`config.mk`:
```
export PLATFORM = sky130hd
export DESIGN_NAME = alu_issue_stage
export DESIGN_NICKNAME = d
export VERILOG_FILES = /design/src/rtl/alu_pkg.sv /design/src/rtl/alu_control.sv /design/src/rtl/alu_issue_stage.sv
export SDC_FILE = /design/constraint.sdc
export NUM_CORES = 1
export LEC_CHECK = 0
export CAP_MARGIN = 25
export CELL_PAD_IN_SITES_DETAIL_PLACEMENT = 1
export CELL_PAD_IN_SITES_GLOBAL_PLACEMENT = 1
export CORE_ASPECT_RATIO = 1.25
export CORE_MARGIN = 2
export CORE_UTILIZATION = 26
export DETAILED_ROUTE_END_ITERATION = 6
export GPL_TIMING_DRIVEN = 1
export MAX_ROUTING_LAYER = met4
export PLACE_DENSITY = 0.78
export SYNTH_ARGS = -nofsm -noshare
export SYNTH_HDL_FRONTEND = slang
export SYNTH_HIERARCHICAL = 1
export SYNTH_SLANG_ARGS = --single-unit
```
`constraint.sdc`:
```
create_clock -name clk -period 1.7 [get_ports clk]
set_clock_uncertainty 0.15 [all_clocks]
set_input_delay 0.255 -clock clk [delete_from_list [all_inputs] [get_ports clk]]
set_output_delay 0.255 -clock clk [all_outputs]
set_load 0.03 [all_outputs]
```
`src/rtl/alu_pkg.sv`:
```
// alu_pkg: shared ALU encodings.
//   alu_op_e   - 2-bit ALUOp class coming from the main decoder.
//   alu_ctrl_e - 4-bit ALUControl operation codes understood by the ALU.
// Used by the issue stage decoder (alu_control) and by the ALU itself.
package alu_pkg;

    typedef enum logic [1:0] {
        ALUOP_MEM    = 2'b00,
        ALUOP_BRANCH = 2'b01,
        ALUOP_RTYPE  = 2'b10,
        ALUOP_ITYPE  = 2'b11
    } alu_op_e;

    typedef enum logic [3:0] {
        ALU_AND = 4'b0000,
        ALU_OR  = 4'b0001,
        ALU_ADD = 4'b0010,
        ALU_XOR = 4'b0100,
        ALU_SUB = 4'b0110,
        ALU_SLL = 4'b1000,
        ALU_SRL = 4'b1001,
        ALU_SRA = 4'b1010,
        ALU_DEF = 4'b1111
    } alu_ctrl_e;

    localparam int unsigned XLEN = 64;

endpackage

```
`src/rtl/alu_control.sv`:
```
// alu_control: combinational ALUControl decode.
// Ports:
//   alu_op      in  2  instruction class (mem / branch / R-type / I-type)
//   funct3      in  3  instruction funct3
//   funct7b5    in  1  instruction bit 30
//   alu_control out 4  ALU operation code (alu_pkg::alu_ctrl_e)
module alu_control
    import alu_pkg::*;
(
    input  logic [1:0] alu_op,
    input  logic [2:0] funct3,
    input  logic       funct7b5,
    output logic [3:0] alu_control
);

    always_comb begin
        alu_control = ALU_DEF;
        case (alu_op_e'(alu_op))
            ALUOP_MEM:    alu_control = ALU_ADD;
            ALUOP_BRANCH: alu_control = ALU_SUB;
            default: begin
                case (funct3)
                    // bit 30 only means SUB for register-register ops; for
                    // ADDI it is just an immediate bit.
                    3'b000: alu_control = (alu_op_e'(alu_op) == ALUOP_RTYPE && funct7b5)
                                          ? ALU_SUB : ALU_ADD;
                    3'b111: alu_control = ALU_AND;
                    3'b110: alu_control = ALU_OR;
                    3'b100: alu_control = ALU_XOR;
                    3'b001: alu_control = ALU_SLL;
                    // shifts: bit 30 picks arithmetic for both SRA and SRAI
                    3'b101: alu_control = funct7b5 ? ALU_SRA : ALU_SRL;
                    default: alu_control = ALU_DEF; // SLT/SLTU not supported
                endcase
            end
        endcase
    end

endmodule

```
`src/rtl/alu_issue_stage.sv`:
```
// alu_issue_stage: single-entry registered issue stage in front of the ALU.
// Captures operand A (rs1 data), operand B (rs2 data or immediate) and the
// decoded ALUControl; one cycle from in_valid to out_valid.
// Ports:
//   clk, rst_n                 clock, asynchronous active-low reset
//   in_valid / in_ready        upstream handshake
//   ALUOp, Funct3, Funct7b5    decode inputs
//   ALUSrc                     1: B takes Imm, 0: B takes RegB
//   RegA, RegB, Imm            operand sources
//   flush                      kill stage contents (highest priority)
//   out_valid / out_ready      downstream handshake
//   A, B, ALUControl           registered ALU operands and op code
// Optional feature macro ALU_ISSUE_FWD_EN adds forwarding ports
//   Rs1, Rs2, ExMemRd, ExMemRegWrite, ExMemResult, MemWbRd, MemWbRegWrite,
//   MemWbData and selects forwarded operands at capture time.
//
// Handshake: a transfer happens on a rising edge where valid && ready are
// both high; valid never depends on ready; ready upstream is
// !out_valid || out_ready, so a full stage can drain and refill in one edge.
module alu_issue_stage
    import alu_pkg::*;
(
    input  logic            clk,
    input  logic            rst_n,
    input  logic            in_valid,
    output logic            in_ready,
    input  logic [1:0]      ALUOp,
    input  logic [2:0]      Funct3,
    input  logic            Funct7b5,
    input  logic            ALUSrc,
    input  logic [XLEN-1:0] RegA,
    input  logic [XLEN-1:0] RegB,
    input  logic [XLEN-1:0] Imm,
`ifdef ALU_ISSUE_FWD_EN
    input  logic [4:0]      Rs1,
    input  logic [4:0]      Rs2,
    input  logic [4:0]      ExMemRd,
    input  logic            ExMemRegWrite,
    input  logic [XLEN-1:0] ExMemResult,
    input  logic [4:0]      MemWbRd,
    input  logic            MemWbRegWrite,
    input  logic [XLEN-1:0] MemWbData,
`endif
    input  logic            flush,
    output logic            out_valid,
    input  logic            out_ready,
    output logic [XLEN-1:0] A,
    output logic [XLEN-1:0] B,
    output logic [3:0]      ALUControl
);

    logic [3:0]      ctrl_next;
    logic [XLEN-1:0] opa;
    logic [XLEN-1:0] opb_reg;
    logic            take;

    alu_control u_alu_control (
        .alu_op      (ALUOp),
        .funct3      (Funct3),
        .funct7b5    (Funct7b5),
        .alu_control (ctrl_next)
    );

`ifdef ALU_ISSUE_FWD_EN
    // EX/MEM is younger than MEM/WB, so it wins when both match.
    logic exmem_a, exmem_b, memwb_a, memwb_b;
    assign exmem_a = ExMemRegWrite && (ExMemRd != 5'd0) && (ExMemRd == Rs1);
    assign exmem_b = ExMemRegWrite && (ExMemRd != 5'd0) && (ExMemRd == Rs2);
    assign memwb_a = MemWbRegWrite && (MemWbRd != 5'd0) && (MemWbRd == Rs1);
    assign memwb_b = MemWbRegWrite && (MemWbRd != 5'd0) && (MemWbRd == Rs2);
    assign opa     = exmem_a ? ExMemResult : (memwb_a ? MemWbData : RegA);
    assign opb_reg = exmem_b ? ExMemResult : (memwb_b ? MemWbData : RegB);
`else
    assign opa     = RegA;
    assign opb_reg = RegB;
`endif

    assign in_ready = !out_valid || out_ready;
    assign take     = in_valid && in_ready;

    always_ff @(posedge clk or negedge rst_n) begin
        if (!rst_n) begin
            out_valid  <= 1'b0;
            A          <= '0;
            B          <= '0;
            ALUControl <= 4'b0000;
        end else if (flush) begin
            // held operands stay as they were; only validity is killed
            out_valid <= 1'b0;
        end else if (take) begin
            out_valid  <= 1'b1;
            A          <= opa;
            B          <= ALUSrc ? Imm : opb_reg;
            ALUControl <= ctrl_next;
        end else if (out_ready) begin
            out_valid <= 1'b0;
        end
    end

endmodule

```
# ---- Word-level counts from Yosys, hierarchy flattened
# Index checks and enable logic that the tools add are counted.
dict set report op_classes {
  add_sub_neg 0
  n_mul 0
  div_mod_pow 0
  n_lt_le_gt_ge 0
  eq_ne 7
  shift 0
  muxes 8
  bitwise_logic 1
  reduce_logical 8
}
# cell n
set op_table {}
lappend op_table {{$mux W64} 1}
lappend op_table {{$pmux W4 S6} 1}
lappend op_table {{$eq A3 B3 Y1 const B} 4}
lappend op_table {{$pmux W4 S2} 1}
lappend op_table {{$eq A3 B1 Y1 const B} 1}
lappend op_table {{$logic_not A3 Y1} 1}
lappend op_table {{$mux W1} 3}
lappend op_table {{$mux W3} 1}
lappend op_table {{$reduce_bool A3 Y1} 1}
lappend op_table {{$eq A2 B1 Y1 const B} 1}
lappend op_table {{$eq A2 B2 Y1 const B} 1}
lappend op_table {{$logic_and A1 B1 Y1} 2}
lappend op_table {{$logic_not A2 Y1} 1}
lappend op_table {{$mux W2} 1}
lappend op_table {{$reduce_and A2 Y1} 1}
lappend op_table {{$logic_not A1 Y1} 1}
lappend op_table {{$logic_or A1 B1 Y1} 1}
lappend op_table {{$not A1 Y1} 1}
dict set report totals {
  regBits 133
  latch_bits 0
  ramBits 0
  rom_bits 0
  output_inout_bits 134
  n_memories 0
}

# ---- Depth between registers and ports, before layout
dict set report logic_depth {
  ltp_word 5
  mapped_depth 5
  ltp_nobuf 4
}

# ---- Hierarchy
# The synthesis kept the hierarchy.
# mod n_inst cells_per_inst area_per_inst_um2 seq_area_each_um2
set modules_own_cells {}
lappend modules_own_cells {alu_issue_stage 1 355 5729.2 3328.2}
lappend modules_own_cells {alu_control 1 14 90.1 0.0}

# ---- Least setup slack after synthesis
# No wires, ideal clock.
dict set report synth_timing {
  path_kind {register to register}
  startpoint {reg out_valid}
  endpoint {reg B[58]}
  setup_ns 0.125
  arrival_ns 1.605
  required_time_ns 1.425
  slack_ns -0.180
  stages_incl_launch_ff 6
  cell_sequence {dfrtp_1 > nor2b_2 > nor3b_4 > buf_4 > buf_6 > mux2_2}
}
dict set report synth_between {
  elab_chain_cells 4
}
# element line
set synth_rtl {}
lappend synth_rtl {{start, declared} alu_issue_stage.sv:45} ;# output logic out_valid,
lappend synth_rtl {{start signal, assigned} alu_issue_stage.sv:83} ;# out_valid <= 1'b0;
lappend synth_rtl {{start signal, assigned} alu_issue_stage.sv:89} ;# out_valid <= 1'b0;
lappend synth_rtl {{start signal, assigned} alu_issue_stage.sv:91} ;# out_valid <= 1'b1;
lappend synth_rtl {{$logic_not A1 Y1} alu_issue_stage.sv:78} ;# assign in_ready = !out_valid || out_ready;
lappend synth_rtl {{$logic_or A1 B1 Y1} alu_issue_stage.sv:78}
lappend synth_rtl {{$logic_and A1 B1 Y1} alu_issue_stage.sv:79} ;# assign take = in_valid && in_ready;
lappend synth_rtl {{$reduce_and A2 Y1 (no line)} -}
lappend synth_rtl {{end signal, assigned} alu_issue_stage.sv:93} ;# B <= ALUSrc ? Imm : opb_reg;
lappend synth_rtl {{end, declared} alu_issue_stage.sv:48} ;# output logic [XLEN-1:0] B,
# No other way between the ends.
# A chain may end at the register's enable or synchronous reset.

# ---- Worst setup path after layout
dict set report layout_timing {
  startpoint {reg out_valid}
  endpoint {reg A[3]}
}
dict set report layout_between {
  elab_chain_cells 4
}
# element line
set layout_rtl {}
lappend layout_rtl {{$logic_not A1 Y1} alu_issue_stage.sv:78}
lappend layout_rtl {{$logic_or A1 B1 Y1} alu_issue_stage.sv:78}
lappend layout_rtl {{$logic_and A1 B1 Y1} alu_issue_stage.sv:79}
lappend layout_rtl {{$reduce_and A2 Y1 (no line)} -}
lappend layout_rtl {{end signal, assigned} alu_issue_stage.sv:92} ;# A <= opa;
lappend layout_rtl {{end, declared} alu_issue_stage.sv:47} ;# output logic [XLEN-1:0] A,
# No other way between the ends.

==> flow_summary.toml <==
[critical_path]
criticalPathCategory = "register to register"
required_ns = 1.83
arrival_ns = 1.94
reg2regPathDepth = 6
crit_fanout = 6
worst_path_max_delay_cell = "dfrtp_2"
reg2reg_to = "A[3]"
start_kind = "register"
r2r_start = "out_valid"
cp_slowest_stage_delay_ns = 0.40
crit_top_cell = "buf_6"
ff2ff_setup_slack_ns = -0.10
critPathCaptureType = "register"
path_cells = "nor2b_4 -> nor3b_4 -> buf_6 -> buf_6 -> buf_4 -> mux2_4"
crit_start = "out_valid"

[place]
gp_routability_congestion = 0.760
io_buffers = 337
place_ws_ns = -0.417
dp_hpwl_mm = 15.0

[power]
powerDensity_nw_per_um2 = 1090
peakVddDrop_v = 0.000739
cellLeakagePower_nw = 4.68
fin_total_pwr_mw = 11.5

[yosys]
synthTopCellsByCount = "mux2_2 (141), dfrtp_1 (133), mux2_1 (55)"
synth_flop_cell = "dfrtp_1"
synth_area_um2 = 5820
ys_seq_area_frac = 0.572
synth_adder_area_share = 0
synth_top_family_by_area = "multiplexers"
yosys-mux-area-fraction = 0.381
synth_warnings = 6
netlist.area_leader.share = 0.572
syn_nets = 573
synth-compound-area-share = 0.00581
yosys-top-cells-area = "dfrtp_1 (57%), mux2_2 (27%), mux2_1 (11%)"
netlist_instances = 369
synth_async_sr_flop_share = 1.00
synth_top_cell_by_area = "dfrtp_1"
synth_simple_gate_area_frac = 0.0140
postSynthAreaPerCell_um2 = 15.8
yosysMostFrequentCell = "mux2_2"
synth_edf_count = 0
yosys.area_share.xor_xnor = 0
ys_seq_elements = 133
yosysUniqueCellTypes = 20

[routing]
viasPerCell = 4.44
dr.pass1.iters = 4
final_antenna_net_count = 0
vias = 4564
routed_wl_mm = 20.2
route.detailed.drc = 0
drtIter0Drc = 102
drt-wirelength-per-cell_um = 19.6

[finish]
layout-drive-gt1-share = 0.334
final.fill_count = 2241
diodes = 0
area_growth_pct = 81.6
fin_nets = 937

[floorplanning]
die_w_um = 138
start_util = 0.263
die_h_um = 171
fp-row-count = 61
io_pins = 338
core_um2 = 22100
die_area_um2 = 23600

[timing]
period_needed_ns = 1.80
period_share = 1.06
worst_pin_slew_ns = 0.381
maxSlewViolCount = 0
setup_ws_ns = -0.102
setup_viol = 131
hold_viol_final = 0
fmax_mhz = 555
grt_setup_unrepaired = "yes"
slew_headroom = 0.747

[cts]
cts.sink_count = 133
cts_root_buf = "clkbuf_16"
clk_pin_slew_worst_paths_ns = 0.06
clockBufferDepth = 2
cts-htree-levels = 4
tritoncts = "yes"
insertion_delay_ns = 0.40
cts_buffers = 17

[outcome]
violations = "setup timing"
status = "finished, violations left"

[global_route]
grt_pass1_vias = 5078
grt_use_met3 = 0.0363
grt_max_degree = 47
grt_use_met2 = 0.293
antenna_found_initial = 0
track_usage = 0.158
met1_usage = 0.165
grt_pass1_wl_mm = 27.5
grt.overflow.total = 0
grt-busiest-layer = "met2"

[job]
cap_viol_max_count = 0

[min_path]
worstHoldPathType = "input pin to asynchronous set/reset pin"
how the worst max path moves through the flow:
stage	endpoint	slack, ns	cells after the start
after CTS	B[47]	-0.12	5
final	A[3]	-0.10	6
after detailed placement	B[45]	-0.42	6
after global routing	A[49]	-0.13	5
after floorplan	B[58]	-0.09	5
after global placement	B[6]	-0.40	6
repair_timing:
| action | 4_1_cts | 5_1_grt |
|---|---|---|
| setup endpoints to repair | 262 | 129 |
| gates cloned | 0 | 6 |
| hold buffers | 1 | 0 |
| buffers inserted | 0 | 4 |
| gates resized for setup | 136 | 83 |
| endpoints found under the hold margin | 133 | 0 |
| pin swaps | 0 | 1 |
power by group:
group          internal (mW)  switching, mW  total, mW
registers               3.75          0.334       4.08
logic                   1.82           2.02       3.84
clock network           2.11           1.45       3.57
registers in the layout (all words and copies together), names as in the netlist:
signal      flops
out_valid       1
ALUControl      4
B              64
A              64
logic make-up after synthesis:
group           Yosys count
compound gates            5
buf+inv                  22
flops                   133
simple gates             12
mux                     197
cells in the final DEF (no fill, tap or decap), drive strengths merged:
cell type	instances
o211ai	2
bufinv	1
o21a	1
clkdlybuf4s50	201
nand2	1
dfrtp	133
a31oi	1
dlygate4sd3	1
or3b	1
buf	28
nor2	4
nor3b	1
mux2	196
clkbuf	24
clkinv	2
nor2b	4
inv	5
dlygate4sd2	132
o21ai	1
clkinvlp	5
nand3	1
mux2i	1
metrics by stage:
stage | hold WS (ns) | instances | instance area [um^2] | setup TNS [ns] | util
final | 0.176 | 1029 | 10600 | -6.62 | 0.478
after global routing | 0.197 | 1029 | 10600 | -10.40 | 0.478
after CTS | 0.182 | 1019 | 10100 | -11.35 | 0.457
after detailed placement | 0.0357 | 986 | 9690 | -49.49 | 0.438
after global placement | 0.0327 | 986 | 9690 | -48.49 | 0.438
after floorplan | -0.191 | 369 | 5870 | -8.11 | -
metal layers:
metal | vias to the layer above | wire, um | share of wire
li1 | 2047 | - | -
met1 | 2288 | 7480 | 0.37
met2 | 207 | 10900 | 0.54
met3 | 22 | 1510 | 0.075
met4 | 0 | 364 | 0.018
met5 | - | 0 | 0
layout make-up:
class                   count  area (um^2)  share of cell area
inverters                   1         6.26            0.000592
multi-input cells         214         2660               0.251
repair buffers            366         3650               0.345
flip-flops and latches    133         3330               0.315
clock inverters            12          120              0.0114
clock buffers              20          457              0.0432
well taps                 283          354              0.0335
worst max-delay path, delay by kind of cell, from the launching register on:
family / cells / cell delay, ns
mux: 1 / 0.29
simple gates: 2 / 0.40
flops: 1 / 0.40
buf+inv: 3 / 0.46
Note: power is estimated with default switching activity, not from simulation.
